File: config.mk
export PLATFORM = sky130hd
export DESIGN_NAME = regfile_write_arbiter
export DESIGN_NICKNAME = d
export VERILOG_FILES = /design/src/rtl/regfile_write_arbiter.sv
export SDC_FILE = /design/constraint.sdc
export NUM_CORES = 1
export LEC_CHECK = 0
export CORE_MARGIN = 2
export CORE_UTILIZATION = 50
export DETAILED_ROUTE_END_ITERATION = 16
export GPL_ROUTABILITY_DRIVEN = 0
export GPL_TIMING_DRIVEN = 0
export PLACE_DENSITY = 0.8
export REMOVE_ABC_BUFFERS = 1
export SYNTH_ARGS = -nofsm -noshare
export SYNTH_HDL_FRONTEND = slang
export SYNTH_SLANG_ARGS = --single-unit
export TNS_END_PERCENT = 100
File: constraint.sdc
create_clock -name clk -period 2.5 [get_ports clk]
set_input_delay 0.5 -clock clk [delete_from_list [all_inputs] [get_ports clk]]
set_output_delay 0.5 -clock clk [all_outputs]
set_load 0.03 [all_outputs]
File: src/rtl/regfile_write_arbiter.sv
// Arbitrates the single register-file write port between two writeback requesters,
// each with a one-entry holding buffer; oldest-first grant, round-robin tie-break.
module regfile_write_arbiter #(
    parameter int unsigned DATA_W = 8,
    parameter int unsigned ADDR_W = 3
) (
    input  logic                     clk,
    input  logic                     reset,
    input  logic                     req0_valid,
    input  logic [ADDR_W-1:0]        req0_dest,
    input  logic [DATA_W-1:0]        req0_data,
    output logic                     req0_ready,
    input  logic                     req1_valid,
    input  logic [ADDR_W-1:0]        req1_dest,
    input  logic [DATA_W-1:0]        req1_data,
    output logic                     req1_ready,
    output logic                     rf_writeEn,
    output logic [ADDR_W-1:0]        rf_dest,
    output logic [DATA_W-1:0]        rf_data,
    output logic [(1<<ADDR_W)-1:0]   pending,
    output logic                     busy
);

    localparam int unsigned NREG = 1 << ADDR_W;

    logic              full0_q, full1_q;
    logic [ADDR_W-1:0] dest0_q, dest1_q;
    logic [DATA_W-1:0] data0_q, data1_q;
    logic              older_q;  // 1: buffer 1 was loaded before buffer 0
    logic              same_q;   // both buffers were loaded on the same edge
    logic              rr_q;
    logic              grant0, grant1;
    logic              load0, load1;

    always_comb begin
        grant0 = 1'b0;
        grant1 = 1'b0;
        if (full0_q && full1_q) begin
            if (same_q) begin
                grant0 = !rr_q;
                grant1 = rr_q;
            end else begin
                grant0 = !older_q;
                grant1 = older_q;
            end
        end else begin
            grant0 = full0_q;
            grant1 = full1_q;
        end
    end

    assign req0_ready = !reset && (!full0_q || grant0);
    assign req1_ready = !reset && (!full1_q || grant1);
    assign load0      = req0_valid && req0_ready;
    assign load1      = req1_valid && req1_ready;

    assign rf_writeEn = !reset && (grant0 || grant1);
    assign rf_dest    = !rf_writeEn ? '0 : (grant1 ? dest1_q : dest0_q);
    assign rf_data    = !rf_writeEn ? '0 : (grant1 ? data1_q : data0_q);
    assign busy       = full0_q || full1_q;

    always_comb begin
        pending = '0;
        for (int unsigned d = 0; d < NREG; d++) begin
            pending[d] = (full0_q && dest0_q == ADDR_W'(d)) ||
                         (full1_q && dest1_q == ADDR_W'(d));
        end
    end

    always_ff @(posedge clk) begin
        if (reset) begin
            full0_q <= 1'b0;
            full1_q <= 1'b0;
            dest0_q <= '0;
            dest1_q <= '0;
            data0_q <= '0;
            data1_q <= '0;
            older_q <= 1'b0;
            same_q  <= 1'b0;
            rr_q    <= 1'b0;
        end else begin
            full0_q <= load0 || (full0_q && !grant0);
            full1_q <= load1 || (full1_q && !grant1);
            if (load0) begin
                dest0_q <= req0_dest;
                data0_q <= req0_data;
            end
            if (load1) begin
                dest1_q <= req1_dest;
                data1_q <= req1_data;
            end
            // A refill is always newer than whatever the other buffer holds.
            if (load0 && load1) begin
                same_q <= 1'b1;
            end else if (load0) begin
                same_q  <= 1'b0;
                older_q <= 1'b1;
            end else if (load1) begin
                same_q  <= 1'b0;
                older_q <= 1'b0;
            end
            if (full0_q && full1_q && same_q) begin
                rr_q <= !rr_q;
            end
        end
    end

endmodule

==> After elaboration in Yosys (flattened, before gate mapping) <==
Cells that the tools add are included.
Widths: inputs -> output; s select.
{ "classes": {"n_eq_ne": 14, "n_shift": 0, "n_mux": 12, "order_cmp": 0, "bitwise_logic": 1, "reduce_logical": 52, "add_sub_neg": 0, "n_mul": 0, "n_div": 0} }
{ "ops": {"columns": ["operator", "count"], "rows": [
  ["$logic_and 1x1->1", 26],
  ["$eq 3x3->1 const B", 8],
  ["$mux 8", 2],
  ["$logic_or 1x1->1", 14],
  ["$eq 3x2->1 const B", 4],
  ["$mux 1", 8],
  ["$logic_not 1->1", 7],
  ["$eq 3x1->1 const B", 2],
  ["$logic_not 3->1", 2],
  ["$mux 3", 2],
  ["$reduce_bool 3->1", 1],
  ["$reduce_and 2->1", 1],
  ["$reduce_bool 2->1", 1],
  ["$not 1->1", 1]
]} }
{ "totals": {"word_cells": 88, "in_bits": 26, "out_inout_bits": 23, "n_memories": 0, "ramBits": 0, "latchBits": 0, "register_bits": 27, "mem_bits_ro": 0} }

==> Depth between registers and ports, before layout <==
Gate-level depths: netlist (run 1).
{ "depth": {"ltp_word": 9, "depth_mapped": 7, "ltp_nobuf": 6} }

==> Worst setup path before layout (run 1) <==
OpenSTA, ideal clock, no wires.
{ "synth_path": {"path_kind": "reg-to-output", "from": "reg same_q", "to": "out rf_data[0]", "path_buffers": 2, "required_ps": 2000, "stages_incl_launch_ff": 6, "slack_ps": 301, "t_arrival_ps": 1699, "path_cell_list": "dfxtp_1 -> mux2i_2 -> buf_6 -> buf_2 -> o211ai_1 -> a21oi_1"} }
{ "synth_via": {"elab_chain_len": 5, "word_cells_on_any_way": 8, "cone_classes": "6 x mux; 2 x reduce/logical"} }
{ "synth_lines": {"columns": ["element", "line_no", "rtl"], "rows": [
  ["start: declaration", "30", "logic same_q;"],
  ["start signal: assignment", "79", "same_q <= 1'b0;"],
  ["start signal: assignment", "94", "same_q <= 1'b1;"],
  ["start signal: assignment", "96", "same_q <= 1'b0;"],
  ["$mux 1", "39", "if (same_q) begin"],
  ["$mux 1", "38", "if (full0_q && full1_q) begin"],
  ["$logic_or 1x1->1", "57", "assign rf_writeEn = !reset && (grant0 || grant1);"],
  ["$logic_and 1x1->1", "57", null],
  ["$mux 8 *", "59", "assign rf_data = !rf_writeEn ? '0 : (grant1 ? data1_q : data0_q);"],
  ["end: declaration", "19", "output logic [DATA_W-1:0] rf_data,"]
]} }
Every way passes the cells marked *; elsewhere a longest branch is shown, timed or not.

==> Final worst setup path (run 1) <==
{ "layout_path": {"from": "reg full1_q", "to": "out rf_writeEn"} }
{ "layout_via": {"elab_chain_len": 4, "word_cells_on_any_way": 5, "cone_classes": "2 x mux; 3 x reduce/logical"} }
{ "layout_lines": {"columns": ["element", "line_no", "rtl"], "rows": [
  ["start: declaration", "26", "logic full0_q, full1_q;"],
  ["start signal: assignment", "83", "full1_q <= load1 || (full1_q && !grant1);"],
  ["$logic_and 1x1->1", "38", null],
  ["$mux 1", "38", null],
  ["$logic_or 1x1->1 *", "57", null],
  ["$logic_and 1x1->1 *", "57", null],
  ["end: declaration", "17", "output logic rf_writeEn,"]
]} }
Marked as above.

==> results of run 1 <==
==> state kept, by name, summed over array words and instances, names as in the netlist <==
signal / cells
full0_q: 1
dest0_q: 3
full1_q: 1
rr_q: 1
data0_q: 8
same_q: 1
dest1_q: 3
data1_q: 8
older_q: 1
==> worst max-delay path by stage <==
stage                        start                      end  slack [ps]  cells after the start
2_1_floorplan  same_q$_SDFFE_PP0P_      same_q$_SDFFE_PP0P_         -70                      6
3_3_place_gp                 reset               req1_ready       -1830                      3
3_5_place_dp    full0_q$_SDFF_PP0_  data0_q[3]$_SDFFE_PP0P_        -340                      3
4_1_cts        same_q$_SDFFE_PP0P_               req0_ready          60                      3
5_1_grt         full1_q$_SDFF_PP0_               rf_writeEn           1                      4
6_report        full1_q$_SDFF_PP0_               rf_writeEn          60                      4
==> kinds of logic after synthesis <==
group           after synthesis  synth area share [%]
xor+xnor                      1                 0.423
mux                           3                  1.69
compound gates               81                  26.7
simple gates                122                  36.7
buf+inv                      35                  7.19
flops                        27                  26.1
fa+ha+maj                     2                  1.21
==> report_power, final <==
group          total (W)  leakage, nW  internal (W)  switching [W]
Clock           0.000254       0.0228      0.000114       0.000139
Combinational   0.000318        0.659      0.000150       0.000168
Sequential      0.000510        0.227      0.000465      0.0000447
Total            0.00108        0.908      0.000730       0.000352
==> metal layers <==
metal  GRT usage (%)  share of wire, %
met1            35.2                47
met2            36.9                46
met3            2.63               6.1
met4            4.50              0.59
met5               0                 0
==> synthesized netlist by cell type <==
library cell   n  area (µm²)
nand2b_1      18         113
buf_1          4        15.0
o211ai_1      22         165
a31oi_1       26         163
or4b_2         8        80.1
dfxtp_1       27         541
nand3_1       34         170
clkbuf_1      20        75.1
buf_6          1        11.3
nor3b_1       22         165
buf_2          8        40.0
nand2_1        8        30.0
a21o_1         1        7.51
ha_1           2        25.0
and2_1         2        12.5
xor2_1         1        8.76
nor2_1         4        15.0
mux2i_2        1        13.8
or4b_1         3        30.0
nor2b_1       22         138
mux2_2         1        11.3
mux2i_1        1        10.0
o311ai_0      11        96.3
or2_2          1        6.26
o32ai_1        2        17.5
a21oi_1       13        65.1
inv_1          2        7.51
o22ai_1        6        37.5
==> timing repair <==
action | 4_1_cts | 5_1_grt
resized for setup | 23 | 8
endpoints found under the setup margin | 36 | 15
endpoints found under the hold margin | 0 | 0
buffers inserted | 7 | 0
gates cloned | 3 | 0
==> worst reg2reg max path: cells and delay by family, from the launching register on <==
family        cells  cell delay, ps
flops             1             510
simple gates      3            1380
==> per-stage QoR <==
step	setup TNS [ps]	instances
after floorplan	-198	238
after global placement	-48840	336
after detailed placement	-6680	337
after CTS	0	351
after global routing	0	351
final	0	351
==> area by class of cell <==
class                      count  area [µm²]
fill                         360        1340
inverter                       2        11.3
sequential                    27         554
tap                           50        62.6
multi-input combinational    212        1440
clock buffer                   4        45.0
timing repair buffer          56         549
==> results.md, run 1 <==
* Status: finished clean
* Ant. Diodes at 0
* Final-report max-slew violation count at 0
* Maximum vdd drop at a little over 0.2 mV
* Global-route wire length before repair at roughly 8500 µm
* Total CTS buffers at 3
* Synthesis Warnings at 0
* Syn-to-layout area delta at 28.8%
* Lkg Pwr at a little over 0.9 nW
* Most frequent cells in the layout: 34 x nand3_1, 31 x clkdlybuf4s50_1, 26 x a31oi_1
* Initial core utilization at 51.7%
* Area after DPL at roughly 2500 µm²
* CTS max path bufs at 2
* Hold WS at 543 ps
* Clock Skews at 2.98 ps
* Via count at around 2.2k
* Share of layout cells above drive strength 1 at a little under an eighth
* Hold depth at 2
* Most common cell after layout, fill and taps aside: nand3_1
* Worst hold endpoint: data1_q[6]$_SDFFE_PP0P_
* RSZ-0062 raised after global routing: no
* Tcrit/Tclk final at 97.4%
* Worst-path clk slew at approximately 90 ps
* Final antenna-violating net count at 0
* Reg2reg end: data0_q[0]$_SDFFE_PP0P_
* Hold_sp: data1_q[6]$_SDFFE_PP0P_
* Clk_lat worst skew at approximately 270 ps
* Worst slew pin tran at approximately 1200 ps
* CTS Hold Bufs at 0
* DR vias/cell at 6.33
* Crit. End Element: primary output
* Largest net degree at the start of global routing at 66
* Worst Path Max Fanout at 19
* Gr usage total at between 20% and 30%
* Vias in the first global route at 1763
* Total grt overflow at 0
* P per Cell Area at roughly 410 nW/µm²
* Core box area at 4000 µm²
* Syn Inst Count at roughly 270
* Initial antenna violation count at 0
* Die Wd at between 60 and 70 µm
* CTS HTree Levels at 1
* CP Class: flop to primary output
* Final instance area at ~2700 µm²
* Setup violators final at 0
* Syn Area/Cell at ~7.6 µm²
* Flops & latches, synth at 27
* Wire per inst at approximately 15 µm
* Initial DRC count at 210
* Synth Cell Area at around 2100 µm²
* Max stage delay cell, worst path: clkdlybuf4s50_1
* Post-synthesis cell type count at 28
* R2R setup slack at roughly 560 ps
* Core Util, Final at between 60% and 70%
* Die Height at approximately 68 µm
* Final min period at roughly 2400 ps
* 1st-pass router iterations at 5
* Maxcap violations at 0
* PortBufs at between 40 and 50
* Seq/Total Area, Yosys at approximately a quarter
* Pre-CTS setup slack at -339 ps
* Detailed placement HPWL at 3040 µm
* Die Area at approximately 4700 µm²
* Setup ws final at roughly 64 ps
* WP data arrival at around 1900 ps
* Crit path launch type: flop
* Slew margin rel. at about 20%
* Fin. Hold Viols at 0
* CP delay by family, top: buffers and inverters
* Routed WL at roughly 5400 µm
* Root buf cell: clkbuf_8
* CP bufs+invs at 3
* # IOs at ~50
* CTS tree: yes
* DRC viols at 0
* CP required at 2000 ps
* Hold Crit Class: flop to flop
* Reg2reg path depth at 3
* Crit path cell chain: clkinvlp_4 -> buf_4 -> a21oi_1 -> clkdlybuf4s50_1
* CTS sink cnt at 27
* Nets at 330
* Max Clock Freq at 411 MHz
* Design Power at roughly 0.0011 W
* R2R Path Start: full1_q$_SDFF_PP0_
* CP peak stage delay at between 600 and 700 ps
* Rows at 23
(Power assumes the default switching activity.)
==> inputs of run 2 (changes only) <==
--- a/config.mk
+++ b/config.mk
@@ -8,9 +8,9 @@
 export CORE_MARGIN = 2
 export CORE_UTILIZATION = 50
 export DETAILED_ROUTE_END_ITERATION = 16
+export DONT_BUFFER_PORTS = 1
 export GPL_ROUTABILITY_DRIVEN = 0
 export GPL_TIMING_DRIVEN = 0
-export PLACE_DENSITY = 0.8
 export REMOVE_ABC_BUFFERS = 1
 export SYNTH_ARGS = -nofsm -noshare
 export SYNTH_HDL_FRONTEND = slang
==> run 2 against run 1 <==
Combinational power shrank 33%. Worst setup slack gained 36 ps. Via count shrank 10%. Wire length shrank 5.0%. Clock-buffer cell count shrank 1. Register-to-register slack lost 380 ps. Total power shrank 8.4%. Critical path depth shrank 2. Sequential share of layout area grew 4.3 points. Die area is the same. Largest power group unchanged. Sequential power is essentially flat. Non-clock buffer count shrank 53.
==> results.md, run 2 (same netlist as run 1, synthesis figures left out) <==
* Worst Path Max Fanout at 19
* DR vias/cell at 6.70
* Hold depth at 1
* Core box area at between 4000 and 5000 µm²
* Final antenna-violating net count at 0
* Area after DPL at 2000 µm²
* Die Wd at around 70 µm
* Worst hold endpoint: full0_q$_SDFF_PP0_
* Total CTS buffers at 3
* Most common cell after layout, fill and taps aside: nand3_1
* WP data arrival at approximately 1900 ps
* Reg2reg path depth at 7
* R2R setup slack at approximately 180 ps
* Net switching power at roughly 0.00032 W
* CP required at around 2000 ps
* Lkg Pwr at approximately 0.61 nW
* Via count at between 1.5k and 2k
* Reg2reg end: older_q$_SDFFE_PP0P_
* DRC viols at 0
* RSZ-0062 raised after global routing: no
* Setup violators final at 0
* Tcrit/Tclk final at between 90 and 100%
* CTS Hold Bufs at 0
* CTS max path bufs at 2
* Fin. Hold Viols at 0
* Final-report max-slew violation count at 0
* Initial DRC count at ~130
* Rows at 23
* Worst-path clk slew at 100 ps
* Wire per inst at between 15 and 20 µm
* # IOs at 49
* Ant. Diodes at 0
* Setup ws final at 101 ps
* Root buf cell: clkbuf_8
* Crit. End Element: primary output
* Pre-CTS setup slack at -349 ps
* Hold Crit Class: input pin to flop
* CP Class: flop to primary output
* Crit path launch type: flop
* Final min period at 2400 ps
* 1st-pass router iterations at 4
* Logic gate share of total power at between 20 and 25%
* Syn-to-layout area delta at 4.78%
* Die Height at a little under 70 µm
* Routed WL at between 5000 and 6000 µm
* CTS tree: yes
* Clock share of power at between 20% and 30%
* Share of layout cells above drive strength 1 at between 10 and 15%
* Sw frac at about a third
* PortBufs at 0
* Gr usage total at between 20 and 25%
* Initial core utilization at slightly above 50%
* Reg power frac at ~52%
* Worst slew pin tran at around 1000 ps
* Largest net degree at the start of global routing at 86
* Maximum vdd drop at approximately 0.38 mV
* R2R Path Start: rr_q$_SDFFE_PP0P_
* P per Cell Area at about 460 nW/µm²
* Max Clock Freq at 417 MHz
* Top flop regs: data0_q (8), data1_q (8)
* Cell-internal power at between 0.0006 and 0.0007 W
* Vias in the first global route at roughly 1.7k
* CTS sink cnt at 27
* Initial antenna violation count at 0
* Slew margin rel. at about 31%
* Global-route wire length before repair at just over 8000 µm
* Status: finished clean
* Clock Skews at approximately 3.3 ps
* Detailed placement HPWL at approximately 2900 µm
* CTS HTree Levels at 1
* Nets at 276
* Hold_sp: reset
* Clk_lat worst skew at 280 ps
* Final instance area at between 2000 and 2500 µm²
* Total grt overflow at 0
* Die Area at 4670 µm²
* Maxcap violations at 0
* Most frequent cells in the layout: 34 x nand3_1, 25 x a31oi_1, 24 x dfxtp_1
==> run 2: cell types whose count changed in the layout (fill, tap and decap cells not counted), sizes merged <==
cell / before / now
clkdlybuf4s15: 1 / 0
clkdlybuf4s50: 31 / 0
dlymetal6s2s: 3 / 0
dlygate4sd2: 11 / 0
inv: 1 / 2
buf: 9 / 3
mux2: 2 / 1
clkbuf: 5 / 3
==> run 2: per-layer routing <==
metal  track usage, %  part of all wire [%]
met4             5.00                   1.1
met2             38.1                    46
met3             7.07                   5.8
met5                0                     0
met1             28.5                    47
==> run 2: worst max path at each step <==
stage / slack (ps) / to / start
floorplan: -70 / same_q$_SDFFE_PP0P_ / same_q$_SDFFE_PP0P_
global route: 20 / pending[0] / full1_q$_SDFF_PP0_
finish: 100 / pending[0] / full1_q$_SDFF_PP0_
detailed placement: -350 / data0_q[0]$_SDFFE_PP0P_ / full0_q$_SDFF_PP0_
global placement: -670 / same_q$_SDFFE_PP0P_ / same_q$_SDFFE_PP0P_
CTS: 40 / rf_data[4] / rr_q$_SDFFE_PP0P_
==> run 2: power by group through the flow <==
stage          Combinational (W)  Sequential (W)  Clock (W)
6_report                0.000214        0.000511   0.000266
5_1_grt                 0.000237        0.000517   0.000292
4_1_cts                 0.000213        0.000510   0.000276
3_5_place_dp            0.000199        0.000517          0
3_3_place_gp            0.000196        0.000515          0
2_1_floorplan           0.000171        0.000503          0
==> run 2: area by class of cell <==
class	instances	area, µm²
fillers	397	1830
clock buffers	3	41.3
well taps	50	62.6
repair buffers	3	22.5
inverters	2	7.51
clock inverters	1	7.51
flip-flops and latches	27	544
multi-input cells	211	1480
==> run 2: critical path: stages (launching register included) <==
cell	delay (ps)
dfxtp_2	570
nand2b_1	180
o32ai_1	870
==> run 2: repair_timing <==
| item | 4_1_cts | 5_1_grt |
|---|---|---|
| resized for setup | 16 | 2 |
| cloned | 2 | 0 |
| buffers inserted | 3 | 0 |
| endpoints found under the setup margin | 40 | 2 |
==> run 2: metrics by stage <==
step	TNS [ps]	hold slack (ps)	util (%)	std cells	power (W)
after floorplan	-198	461	-	238	0.000675
after CTS	0	268	53.9	297	0.000999
after global placement	-10630	479	49.8	288	0.000711
after global routing	0	258	54.2	297	0.00105
after detailed placement	-4080	497	50.0	288	0.000716
final	0	271	54.2	297	0.000991
